$ cat config.mk
export PLATFORM = sky130hd
export DESIGN_NAME = ex_stage
export DESIGN_NICKNAME = d
export VERILOG_FILES = /design/src/rtl/ex_stage.sv
export SDC_FILE = /design/constraint.sdc
export NUM_CORES = 1
export LEC_CHECK = 0
export CELL_PAD_IN_SITES_DETAIL_PLACEMENT = 2
export CELL_PAD_IN_SITES_GLOBAL_PLACEMENT = 2
export CORE_MARGIN = 2
export CORE_UTILIZATION = 35
export DETAILED_ROUTE_END_ITERATION = 10
export DONT_BUFFER_PORTS = 1
export GPL_TIMING_DRIVEN = 0
export HOLD_SLACK_MARGIN = 0.12
export PLACE_DENSITY_LB_ADDON = 0.08
export SYNTH_ARGS = -nofsm -noshare
export SYNTH_HDL_FRONTEND = slang
export SYNTH_SLANG_ARGS = --single-unit
$ cat constraint.sdc
create_clock -name clk -period 9.7 [get_ports clk]
set_clock_uncertainty 0.2 [all_clocks]
set_input_delay 0.97 -clock clk [delete_from_list [all_inputs] [get_ports clk]]
set_output_delay 0.97 -clock clk [all_outputs]
set_load 0.1 [all_outputs]
$ cat src/rtl/ex_stage.sv
// Execute stage: operand forwarding mux, single-cycle RV32I ALU, iterative
// RV32M divide/remainder, and the EX/MEM pipeline register.
//
// state      | meaning
// -----------+-------------------------------------------------------------
// S_IDLE     | single-cycle ops pass through; a valid divide is latched here
// S_DIV_RUN  | restoring division on magnitudes, one quotient bit per cycle
// S_DIV_DONE | sign fix / forced result applied, result loaded into EX/MEM
module ex_stage #(
    parameter int XLEN = 32
) (
    input  logic            clk,
    input  logic            rst,
    input  logic            in_valid,
    input  logic [3:0]      alu_op,
    input  logic [XLEN-1:0] rs1_data,
    input  logic [XLEN-1:0] rs2_data,
    input  logic [XLEN-1:0] imm,
    input  logic            use_imm,
    input  logic [1:0]      forwardA,
    input  logic [1:0]      forwardB,
    input  logic [XLEN-1:0] mem_fwd_data,
    input  logic [XLEN-1:0] wb_fwd_data,
    input  logic [4:0]      in_rd,
    input  logic            in_regwrite,
    input  logic            flush,
    output logic            stall,
    output logic            out_valid,
    output logic            out_regwrite,
    output logic [4:0]      out_rd,
    output logic [XLEN-1:0] out_result
);

    localparam logic [3:0] OP_ADD   = 4'd0;
    localparam logic [3:0] OP_SUB   = 4'd1;
    localparam logic [3:0] OP_SLL   = 4'd2;
    localparam logic [3:0] OP_SLT   = 4'd3;
    localparam logic [3:0] OP_SLTU  = 4'd4;
    localparam logic [3:0] OP_XOR   = 4'd5;
    localparam logic [3:0] OP_SRL   = 4'd6;
    localparam logic [3:0] OP_SRA   = 4'd7;
    localparam logic [3:0] OP_OR    = 4'd8;
    localparam logic [3:0] OP_AND   = 4'd9;
    localparam logic [3:0] OP_PASSB = 4'd10;

    localparam logic [XLEN-1:0] MIN_NEG = {1'b1, {(XLEN-1){1'b0}}};

    typedef enum logic [1:0] {
        S_IDLE     = 2'd0,
        S_DIV_RUN  = 2'd1,
        S_DIV_DONE = 2'd2
    } state_t;

    state_t          state;
    logic [5:0]      cnt;

    logic [XLEN-1:0] op_a;
    logic [XLEN-1:0] fwd_b;
    logic [XLEN-1:0] op_b;
    logic [XLEN-1:0] alu_res;

    // Latched divide context
    logic [XLEN-1:0] quo_r;
    logic [XLEN-1:0] rem_r;
    logic [XLEN-1:0] dvs_r;
    logic [XLEN-1:0] dividend_r;
    logic            rem_op_r;
    logic            neg_q_r;
    logic            neg_r_r;
    logic            div_zero_r;
    logic            div_ovf_r;
    logic [4:0]      rd_r;
    logic            regwrite_r;

    logic            is_div;
    logic            div_start;
    logic            signed_op;
    logic            a_neg;
    logic            b_neg;
    logic [XLEN:0]   partial;
    logic [XLEN:0]   diff;
    logic [XLEN-1:0] quo_fix;
    logic [XLEN-1:0] rem_fix;
    logic [XLEN-1:0] div_res;

    // Operand selection: 11 falls back to the register file like 00
    always_comb begin
        case (forwardA)
            2'b01:   op_a = mem_fwd_data;
            2'b10:   op_a = wb_fwd_data;
            default: op_a = rs1_data;
        endcase
        case (forwardB)
            2'b01:   fwd_b = mem_fwd_data;
            2'b10:   fwd_b = wb_fwd_data;
            default: fwd_b = rs2_data;
        endcase
        op_b = use_imm ? imm : fwd_b;
    end

    // Single-cycle ALU; undefined and divide codes produce 0 here
    always_comb begin
        case (alu_op)
            OP_ADD:   alu_res = op_a + op_b;
            OP_SUB:   alu_res = op_a - op_b;
            OP_SLL:   alu_res = op_a << op_b[4:0];
            OP_SLT:   alu_res = {{(XLEN-1){1'b0}}, $signed(op_a) < $signed(op_b)};
            OP_SLTU:  alu_res = {{(XLEN-1){1'b0}}, op_a < op_b};
            OP_XOR:   alu_res = op_a ^ op_b;
            OP_SRL:   alu_res = op_a >> op_b[4:0];
            OP_SRA:   alu_res = $unsigned($signed(op_a) >>> op_b[4:0]);
            OP_OR:    alu_res = op_a | op_b;
            OP_AND:   alu_res = op_a & op_b;
            OP_PASSB: alu_res = op_b;
            default:  alu_res = '0;
        endcase
    end

    // Divide decode: codes 12..15; bit 0 clear means signed, bit 1 set means remainder
    always_comb begin
        is_div    = (alu_op[3:2] == 2'b11);
        div_start = (state == S_IDLE) && in_valid && is_div;
        signed_op = ~alu_op[0];
        a_neg     = signed_op & op_a[XLEN-1];
        b_neg     = signed_op & op_b[XLEN-1];
    end

    // Pipeline hold: never while reset or flush are asserted
    assign stall = !rst && !flush && ((state == S_DIV_RUN) || div_start);

    // One restoring step, plus the final sign fix and special-case override
    always_comb begin
        partial = {rem_r, quo_r[XLEN-1]};
        diff    = partial - {1'b0, dvs_r};
        quo_fix = neg_q_r ? (~quo_r + 1'b1) : quo_r;
        rem_fix = neg_r_r ? (~rem_r + 1'b1) : rem_r;
        if (div_zero_r) begin
            quo_fix = '1;
            rem_fix = dividend_r;
        end else if (div_ovf_r) begin
            quo_fix = MIN_NEG;
            rem_fix = '0;
        end
        div_res = rem_op_r ? rem_fix : quo_fix;
    end

    // FSM, divider datapath and EX/MEM register
    always_ff @(posedge clk) begin
        if (rst) begin
            state        <= S_IDLE;
            cnt          <= '0;
            out_valid    <= 1'b0;
            out_regwrite <= 1'b0;
            out_rd       <= '0;
            out_result   <= '0;
            quo_r        <= '0;
            rem_r        <= '0;
            dvs_r        <= '0;
            dividend_r   <= '0;
            rem_op_r     <= 1'b0;
            neg_q_r      <= 1'b0;
            neg_r_r      <= 1'b0;
            div_zero_r   <= 1'b0;
            div_ovf_r    <= 1'b0;
            rd_r         <= '0;
            regwrite_r   <= 1'b0;
        end else if (flush) begin
            state        <= S_IDLE;
            cnt          <= '0;
            out_valid    <= 1'b0;
            out_regwrite <= 1'b0;
            out_rd       <= '0;
        end else begin
            case (state)
                S_IDLE: begin
                    if (in_valid && !is_div) begin
                        out_valid    <= 1'b1;
                        out_regwrite <= in_regwrite;
                        out_rd       <= in_rd;
                        out_result   <= alu_res;
                    end else begin
                        out_valid    <= 1'b0;
                        out_regwrite <= 1'b0;
                        out_rd       <= '0;
                    end
                    if (div_start) begin
                        state      <= S_DIV_RUN;
                        cnt        <= 6'd31;
                        quo_r      <= a_neg ? (~op_a + 1'b1) : op_a;
                        rem_r      <= '0;
                        dvs_r      <= b_neg ? (~op_b + 1'b1) : op_b;
                        dividend_r <= op_a;
                        rem_op_r   <= alu_op[1];
                        neg_q_r    <= a_neg ^ b_neg;
                        neg_r_r    <= a_neg;
                        div_zero_r <= (op_b == '0);
                        div_ovf_r  <= signed_op && (op_a == MIN_NEG) && (op_b == '1);
                        rd_r       <= in_rd;
                        regwrite_r <= in_regwrite;
                    end
                end
                S_DIV_RUN: begin
                    out_valid    <= 1'b0;
                    out_regwrite <= 1'b0;
                    out_rd       <= '0;
                    rem_r        <= diff[XLEN] ? partial[XLEN-1:0] : diff[XLEN-1:0];
                    quo_r        <= {quo_r[XLEN-2:0], ~diff[XLEN]};
                    if (cnt == 6'd0) begin
                        state <= S_DIV_DONE;
                    end else begin
                        cnt <= cnt - 6'd1;
                    end
                end
                S_DIV_DONE: begin
                    state        <= S_IDLE;
                    out_valid    <= 1'b1;
                    out_regwrite <= regwrite_r;
                    out_rd       <= rd_r;
                    out_result   <= div_res;
                end
                default: begin
                    state <= S_IDLE;
                    cnt   <= '0;
                end
            endcase
        end
    end

endmodule

==> metrics.md, run 1 <==
| Metric | Value |
|---|---|
| Critical path buffer and inverter count | `7` |
| Worst EP arrival | `9300 ps` |
| CP required | `9810 ps` |
| Slowest cell on the critical path | `a221oi_1` |
| Max FO, Critical Path | `11` |
| Startpoint Class | `primary input` |
| Die Y | `263 µm` |
| Vias in the first global route | `32000` |
| Vias post-DR | `30900` |
| Setup TNS | `0 ps` |
| Residual DRC | `0` |
| Max H-tree Level | `4` |
| Iteration-0 DRC Markers | `3298` |
| Failing checks | `capacitance limit, slew limit` |
| Core Region | `66900 µm²` |
| Standby leakage power | `0.00963 µW` |
| Kind of critical path | `primary input to flip-flop` |
| Pin count of the biggest net entering global routing | `23` |
| Internal power of the cells | `1740 µW` |
| Cts hold-fix bufs | `0` |
| GRT Overall Usage | `0.491` |
| Comb power frac | `0.572` |
| Fin crit share | `0.948` |
| Synth cell count leaders | `nand2_1 (506), a21oi_1 (321), o21ai_0 (275), nor2_1 (242), clkbuf_1 (198)` |
| CTS clk-pin slew, worst paths | `90 ps` |
| Count leader, synth | `nand2_1` |
| Status | `finished with violations` |
| Ys async rst share | `0` |
| Levels on crit path | `20` |
| RSZ-0062 raised after global routing | `no` |
| Ratio of cells with drive above 1 in the final layout | `0.0649` |
| FMAX | `109 MHz` |
| Cells after Synth | `3442` |
| Multi-input logic area | `18400 µm²` |
| Die W | `263 µm` |
| Worst-Skew Late Latency | `480 ps` |
| Flop pwr share | `0.229` |
| Area delta synth->final | `10.1%` |
| Max_slew headroom | `-0.0833` |
| Top_reg_cell synth | `dfxtp_1` |
| Synth area leaders | `dfxtp_1 (16%), nand2_1 (8.1%), ha_1 (8.0%)` |
| Clock Power Share | `0.199` |
| Syn avg cell area | `6.84 µm²` |
| Most frequent CP cell | `clkbuf_1` |
| CTS tree | `built` |
| Final WL | `176 mm` |
| Max incr delay on CP | `1110 ps` |
| Clock Path Buffers | `2` |
| Initial core utilization | `0.352` |
| Yosys warns | `0` |
| Reg area | `3720 µm²` |
| Final hold slack | `258 ps` |
| Final slew viol count | `25` |
| Postcts setup bufs | `0` |
| Slew @ Worst Pin | `1610 ps` |
| Hold path depth | `2` |
| Worst hold path type | `flip-flop to flip-flop` |
| Tmin final | `9190 ps` |
| # IOs | `219` |
| Max-Cap Viols | `9` |
| Post-synth net total | `3774` |
| # rows | `95` |
| Global-route wire length before repair | `246 mm` |
| Final hold viol count | `0` |
| Area share of the largest cell type after synthesis | `0.158` |
| Fillers | `8034` |
| Sequential element share of the synthesized area | `0.158` |
| Placer Congestion | `1.17` |
| Post-synth EDFFs | `0` |
| Root buffer cell | `clkbuf_16` |
| Worst R2R Path Depth | `12` |
| Via density | `7.03` |
| Final setup fails | `0` |
| CP Cell Sequence | `inv_1, ha_1, clkbuf_1, clkbuf_1, a22oi_1, a211o_1, inv_1, buf_2, buf_1, clkbuf_1, ha_1, a21o_1, nor4b_1, a21boi_1, o21ai_0, nand2_1, a21oi_1, mux2_2, a221oi_1, o21ai_1` |
| Post-DRT Antenna Nets | `0` |
| Worst Setup End Kind | `flip-flop` |
| Unique masters post-synth | `85` |
| Initial antenna violation count | `18` |
| DR WL/cell | `40.1 µm` |
| Global route total overflow | `0` |
| DRT Pass-1 Iters | `6` |
| TritonCTS Buffers | `17` |
| Synth Register Bits | `186` |
| Clock sinks | `186` |
| Maximum vdd drop | `0.129 mV` |
| Port-buffer cells | `0` |
| Switching power total | `2110 µW` |
| Net Sw Frac | `0.549` |
| Netlist Area Pre-Place | `23500 µm²` |
| Layout Nets | `3831` |
| Post-CTS resize count | `0` |
| Synth area leader | `dfxtp_1` |
| Die ar. | `69400 µm²` |
| Top delay family on crit path | `compound AO/OA/AOI/OAI gates` |
| Power Density | `148 nW/µm²` |
| Dpl hpwl | `142 mm` |
==> metal layers <==
metal	part of all wire	global-route usage	vias to the layer above
met4	0.098	0.406	10
met2	0.44	0.776	1963
met5	0.00035	0	-
met1	0.37	0.566	15600
li1	-	-	12700
met3	0.091	0.115	655
==> flip-flops by register name (all words and copies together) (netlist names) <==
name,count
div_ovf_r,1
out_regwrite,1
rem_op_r,1
dividend_r,32
regwrite_r,1
out_rd,5
out_valid,1
rem_r,32
neg_q_r,1
div_zero_r,1
dvs_r,32
cnt,6
state,2
quo_r,32
neg_r_r,1
rd_r,5
out_result,32
==> cell usage in the layout, fill, tap and decap left out, types with 21 or more instances in the layout <==
| cell | count |
|---|---|
| dfxtp_1 | 186 |
| a22oi_1 | 59 |
| a211oi_1 | 51 |
| o21a_1 | 21 |
| a31oi_1 | 44 |
| nor2_1 | 242 |
| nand4_1 | 28 |
| inv_1 | 153 |
| o31ai_1 | 47 |
| xnor2_1 | 101 |
| nand3_1 | 54 |
| o211ai_1 | 58 |
| a21o_1 | 40 |
| o21ai_0 | 275 |
| o2111ai_1 | 23 |
| xor2_1 | 50 |
| clkbuf_1 | 198 |
| mux2i_1 | 149 |
| nand2_1 | 506 |
| buf_2 | 39 |
| nor4_1 | 23 |
| mux2_2 | 31 |
| ha_1 | 150 |
| a21oi_1 | 319 |
| nor2b_1 | 55 |
| nor3_1 | 66 |
| nand2b_1 | 31 |
| or3_1 | 23 |
| a221oi_1 | 62 |
| o221ai_1 | 23 |
==> per-stage QoR <==
stage	area [µm²]	setup slack, ps	total power [µW]	cells	utilization
after floorplan	23500	3770	2040	3442	-
after global routing	25900	625	3910	4390	0.387
after CTS	25900	1040	3730	4384	0.387
after detailed placement	25300	573	2960	4352	0.377
final	25900	509	3850	4398	0.387
after global placement	24600	633	2850	4315	0.368
==> worst register-to-register path, stage by stage (launching register included) <==
cell,delay [ps]
dfxtp_1,350
inv_1,90
ha_1,140
clkbuf_1,430
a31oi_1,210
or2_2,310
clkbuf_1,480
a21oi_1,620
o211ai_1,390
a221oi_1,520
o221ai_1,350
o21ai_0,710
a21oi_1,160
==> cell type report <==
cell class                 count  area share
clock inverter                15     0.00796
tap                          873      0.0421
multi-input combinational   2834       0.708
timing repair buffer          38      0.0167
sequential                   186       0.144
inverter                     165      0.0239
buffer                       257      0.0398
clock buffer                  17      0.0164
antenna                       13     0.00125
==> worst paths after layout <==
path	slack, ps	endpoint	from
setup / recovery	510	out_result[27]	forwardB[1]
hold / removal	260	dvs_r[16]	dvs_r[16]
setup reg to reg	4600	out_result[24]	state[0]
hold reg to reg	260	dvs_r[16]	dvs_r[16]
==> cells by family (layout without fill, tap and decap cells) <==
| group | Yosys count | after routing | synth area share |
|---|---|---|---|
| buffers and inverters | 422 | 492 | 0.0701 |
| AOI/OAI and AO/OA | 1236 | 1236 | 0.341 |
| xor gates and xnor gates | 151 | 151 | 0.0562 |
| DFF | 186 | 186 | 0.158 |
| muxes | 180 | 180 | 0.0782 |
| adders and majority gates | 153 | 153 | 0.0823 |
| and+or+nand+nor | 1114 | 1114 | 0.214 |
| other | 0 | 13 | 0 |
==> power groups by stage <==
stage / Combinational (µW) / Sequential, µW / Clock [µW]
after detailed placement: 2070 / 897 / 0
after CTS: 2080 / 879 / 766
final: 2200 / 881 / 766
after floorplan: 1160 / 883 / 0
after global routing: 2230 / 882 / 791
after global placement: 1950 / 895 / 0
Note: power is estimated with default switching activity, not from simulation.
==> run 2: changes to the inputs <==
ABC_AREA = 1   (was not set)
CTS_BUF_LIST = sky130_fd_sc_hd__clkbuf_8   (was not set)
==> run 2 against run 1 <==
The run ends with slew limit left. Via count increased by 14%. First-iteration DRC count shrank 4.3%. Flip-flop and latch count is the same. Synthesized area grew 8.8%. Worst hold slack improved by 43 ps. Global-route usage down 3.1 points. Design area increased by 5.0%. Final cell count is 27% higher. Highest routed layer unchanged. Clock-buffer cell count unchanged. Clock power is 28% lower. Largest power group unchanged. Power is 3.4% lower.
==> metrics.md, run 2 <==
| Metric | Value |
|---|---|
| Inst Count DP | `5567 (+28%)` |
| Switching power total | `2210 µW (+4.7%)` |
| Residual DRC | `0 (unchanged)` |
| Slew @ Worst Pin | `1510 ps (-99.6 ps)` |
| Fin util | `0.375 (-0.0129)` |
| TritonCTS Buffers | `17 (unchanged)` |
| Die Y | `275 µm (+4.2%)` |
| Synth area leaders | `nand2_1 (19%), dfxtp_1 (15%), nand3_1 (12%)` |
| Max FO, Critical Path | `11 (unchanged)` |
| Netlist Area Pre-Place | `25600 µm² (+8.8%)` |
| Global route total overflow | `0 (unchanged)` |
| FMAX | `153 MHz (+41%)` |
| Count leader, synth | `nand2_1` |
| Slowest cell on the critical path | `buf_1` |
| Tmin final | `6540 ps (-2650 ps)` |
| Maximum vdd drop | `0.100 mV (-22%)` |
| Non-Filler Instances | `5604 (+27%)` |
| Port-buffer cells | `0 (unchanged)` |
| Most common cell after layout, fill and taps aside | `nand2_1` |
| DR WL/cell | `31.9 µm (-20%)` |
| Post-placement cell area | `26800 µm² (+6.3%)` |
| Area delta synth->final | `6.34%` |
| Post-synth net total | `4939 (+31%)` |
| Via density | `6.28 (-11%)` |
| DRT Pass-1 Iters | `5 (-1)` |
| Net Sw Frac | `0.595 (+0.0463)` |
| Die ar. | `75400 µm² (+8.7%)` |
| Core Region | `72700 µm² (+8.7%)` |
| CTS clk-pin slew, worst paths | `130 ps (+40 ps)` |
| Synth Register Bits | `186 (unchanged)` |
| CP required | `9960 ps (+150 ps)` |
| Top_reg_cell synth | `dfxtp_1` |
| Initial core utilization | `0.352 (+0.000481)` |
| Final slew viol count | `1 (-96%)` |
| Status | `finished with violations` |
| Max H-tree Level | `4 (unchanged)` |
| Max-Cap Viols | `0 (-9)` |
| # rows | `99 (+4.2%)` |
| Ys async rst share | `0 (unchanged)` |
| GRT Overall Usage | `0.460 (-0.0314)` |
| Worst EP arrival | `6800 ps (-2500 ps)` |
| Failing checks | `slew limit` |
| RSZ-0062 raised after global routing | `no` |
| Cts hold-fix bufs | `0 (unchanged)` |
| Area share of the largest cell type after synthesis | `0.186 (+0.0277)` |
| Pin count of the biggest net entering global routing | `20 (-13%)` |
| Syn avg cell area | `5.56 µm² (-19%)` |
| Worst slack, placed | `2920 ps (+2340 ps)` |
| Die W | `275 µm (+4.2%)` |
| Post-DRT Antenna Nets | `0 (unchanged)` |
| Most frequent CP cell | `nand2_1` |
| Layout Nets | `4959 (+29%)` |
| Iteration-0 DRC Markers | `3155 (-4.3%)` |
| Comb power frac | `0.612 (+0.040)` |
| Final Worst Setup Slack | `3160 ps (+2650 ps)` |
| Final hold viol count | `0 (unchanged)` |
| CTS tree | `built` |
| Cells after Synth | `4607 (+34%)` |
| Synth area leader | `nand2_1` |
| Internal power of the cells | `1500 µW (-13%)` |
| Max_slew headroom | `-0.00773 (+0.0756)` |
| Postcts setup bufs | `0 (unchanged)` |
| Design area | `27200 µm² (+5.0%)` |
| Dpl hpwl | `146 mm (+2.7%)` |
| Clock Power Share | `0.148 (-0.051)` |
| Setup TNS | `0 ps (unchanged)` |
| Sequential element share of the synthesized area | `0.145 (-0.0128)` |
| Flop pwr share | `0.240 (+0.011)` |
| Clock Path Buffers | `2 (unchanged)` |
| Ratio of cells with drive above 1 in the final layout | `0.0584 (-0.00652)` |
| Post-CTS resize count | `0 (unchanged)` |
| Synth cell count leaders | `nand2_1 (1268), nand3_1 (622), inv_1 (451), a21oi_1 (437), nor2_1 (393)` |
| Vias in the first global route | `35800 (+12%)` |
| Final WL | `179 mm (+1.4%)` |
| Worst Setup End Kind | `flip-flop` |
| # IOs | `219 (unchanged)` |
| Kind of critical path | `primary input to flip-flop` |
| Root buffer cell | `clkbuf_8` |
| Max incr delay on CP | `950 ps (-160 ps)` |
| Worst hold path type | `flip-flop to flip-flop` |
| Placer Congestion | `1.04 (-11%)` |
| Worst-Skew Late Latency | `550 ps (+70 ps)` |
| Unique masters post-synth | `66 (-22%)` |
| Clock sinks | `186 (unchanged)` |
| Fin crit share | `0.674 (-0.274)` |
| Most frequent cells in the layout | `nand2_1 (1268), nand3_1 (622), inv_1 (452), a21oi_1 (436), nor2_1 (393)` |
| Yosys warns | `0 (unchanged)` |
| Startpoint Class | `primary input` |
| Standby leakage power | `0.0129 µW (+34%)` |
| Global-route wire length before repair | `252 mm (+2.6%)` |
| Initial antenna violation count | `7 (-11)` |
| Final setup fails | `0 (unchanged)` |
| Power Density | `137 nW/µm² (-8.1%)` |
| Vias post-DR | `35200 (+14%)` |
| Post-synth EDFFs | `0 (unchanged)` |
## run 2: metrics by stage
| step | hold WS [ps] | power [µW] |
|---|---|---|
| after floorplan | 245 | 2170 |
| after global placement | 256 | 3000 |
| after detailed placement | 289 | 3050 |
| after CTS | 307 | 3610 |
| after global routing | 332 | 3850 |
| final | 301 | 3720 |
## run 2: cells by family (layout without fill, tap and decap cells)
family / Yosys count / in the layout / share of synthesized area
simple gates: 2541 / 2541 / 0.432
xor+xnor: 51 / 51 / 0.0174
compound gates: 970 / 970 / 0.218
flops: 186 / 186 / 0.145
buf+inv: 706 / 739 / 0.112
other cells: 0 / 5 / 0
fa+ha+maj: 153 / 153 / 0.0756
## run 2: worst paths after layout
kind / startpoint / endpoint / slack (ps) / cells after the start
hold / removal: rd_r[4] / out_rd[4] / 300 / 2
setup / recovery: forwardB[0] / out_result[10] / 3160 / 25
hold reg to reg: rd_r[4] / out_rd[4] / 300 / 2
setup reg to reg: quo_r[31] / rem_r[30] / 5630 / 18
## run 2: critical path, delay by kind of cell
kind | cells | cell delay, ps
AOI/OAI and AO/OA | 6 | 1320
and+or+nand+nor | 10 | 1920
adders and majority gates | 2 | 640
buffers and inverters | 7 | 1910
## run 2: power by group through the flow
| stage | registers [µW] | clock network (µW) | logic (µW) |
|---|---|---|---|
| final | 892 | 550 | 2280 |
| after global routing | 894 | 577 | 2380 |
| after CTS | 890 | 551 | 2160 |
| after detailed placement | 907 | 0 | 2150 |
| after global placement | 906 | 0 | 2100 |
| after floorplan | 896 | 0 | 1280 |
## run 2: layout make-up
type | instances | area [µm²]
Inverter | 483 | 1820
Timing Repair Buffer | 1 | 15.0
Clock buffer | 17 | 234
Sequential cell | 186 | 3720
Fill cell | 9690 | 45500
Tap cell | 959 | 1200
Buffer | 223 | 1040
Clock inverter | 15 | 150
Antenna cell | 5 | 12.5
Multi-Input combinational cell | 3715 | 19000
## run 2: layer usage
layer | wire [µm] | global-route usage | part of all wire
met4 | 16000 | 0.349 | 0.090
met1 | 70300 | 0.551 | 0.39
met2 | 78800 | 0.732 | 0.44
met5 | 46 | 0 | 0.00026
met3 | 13500 | 0.0816 | 0.076
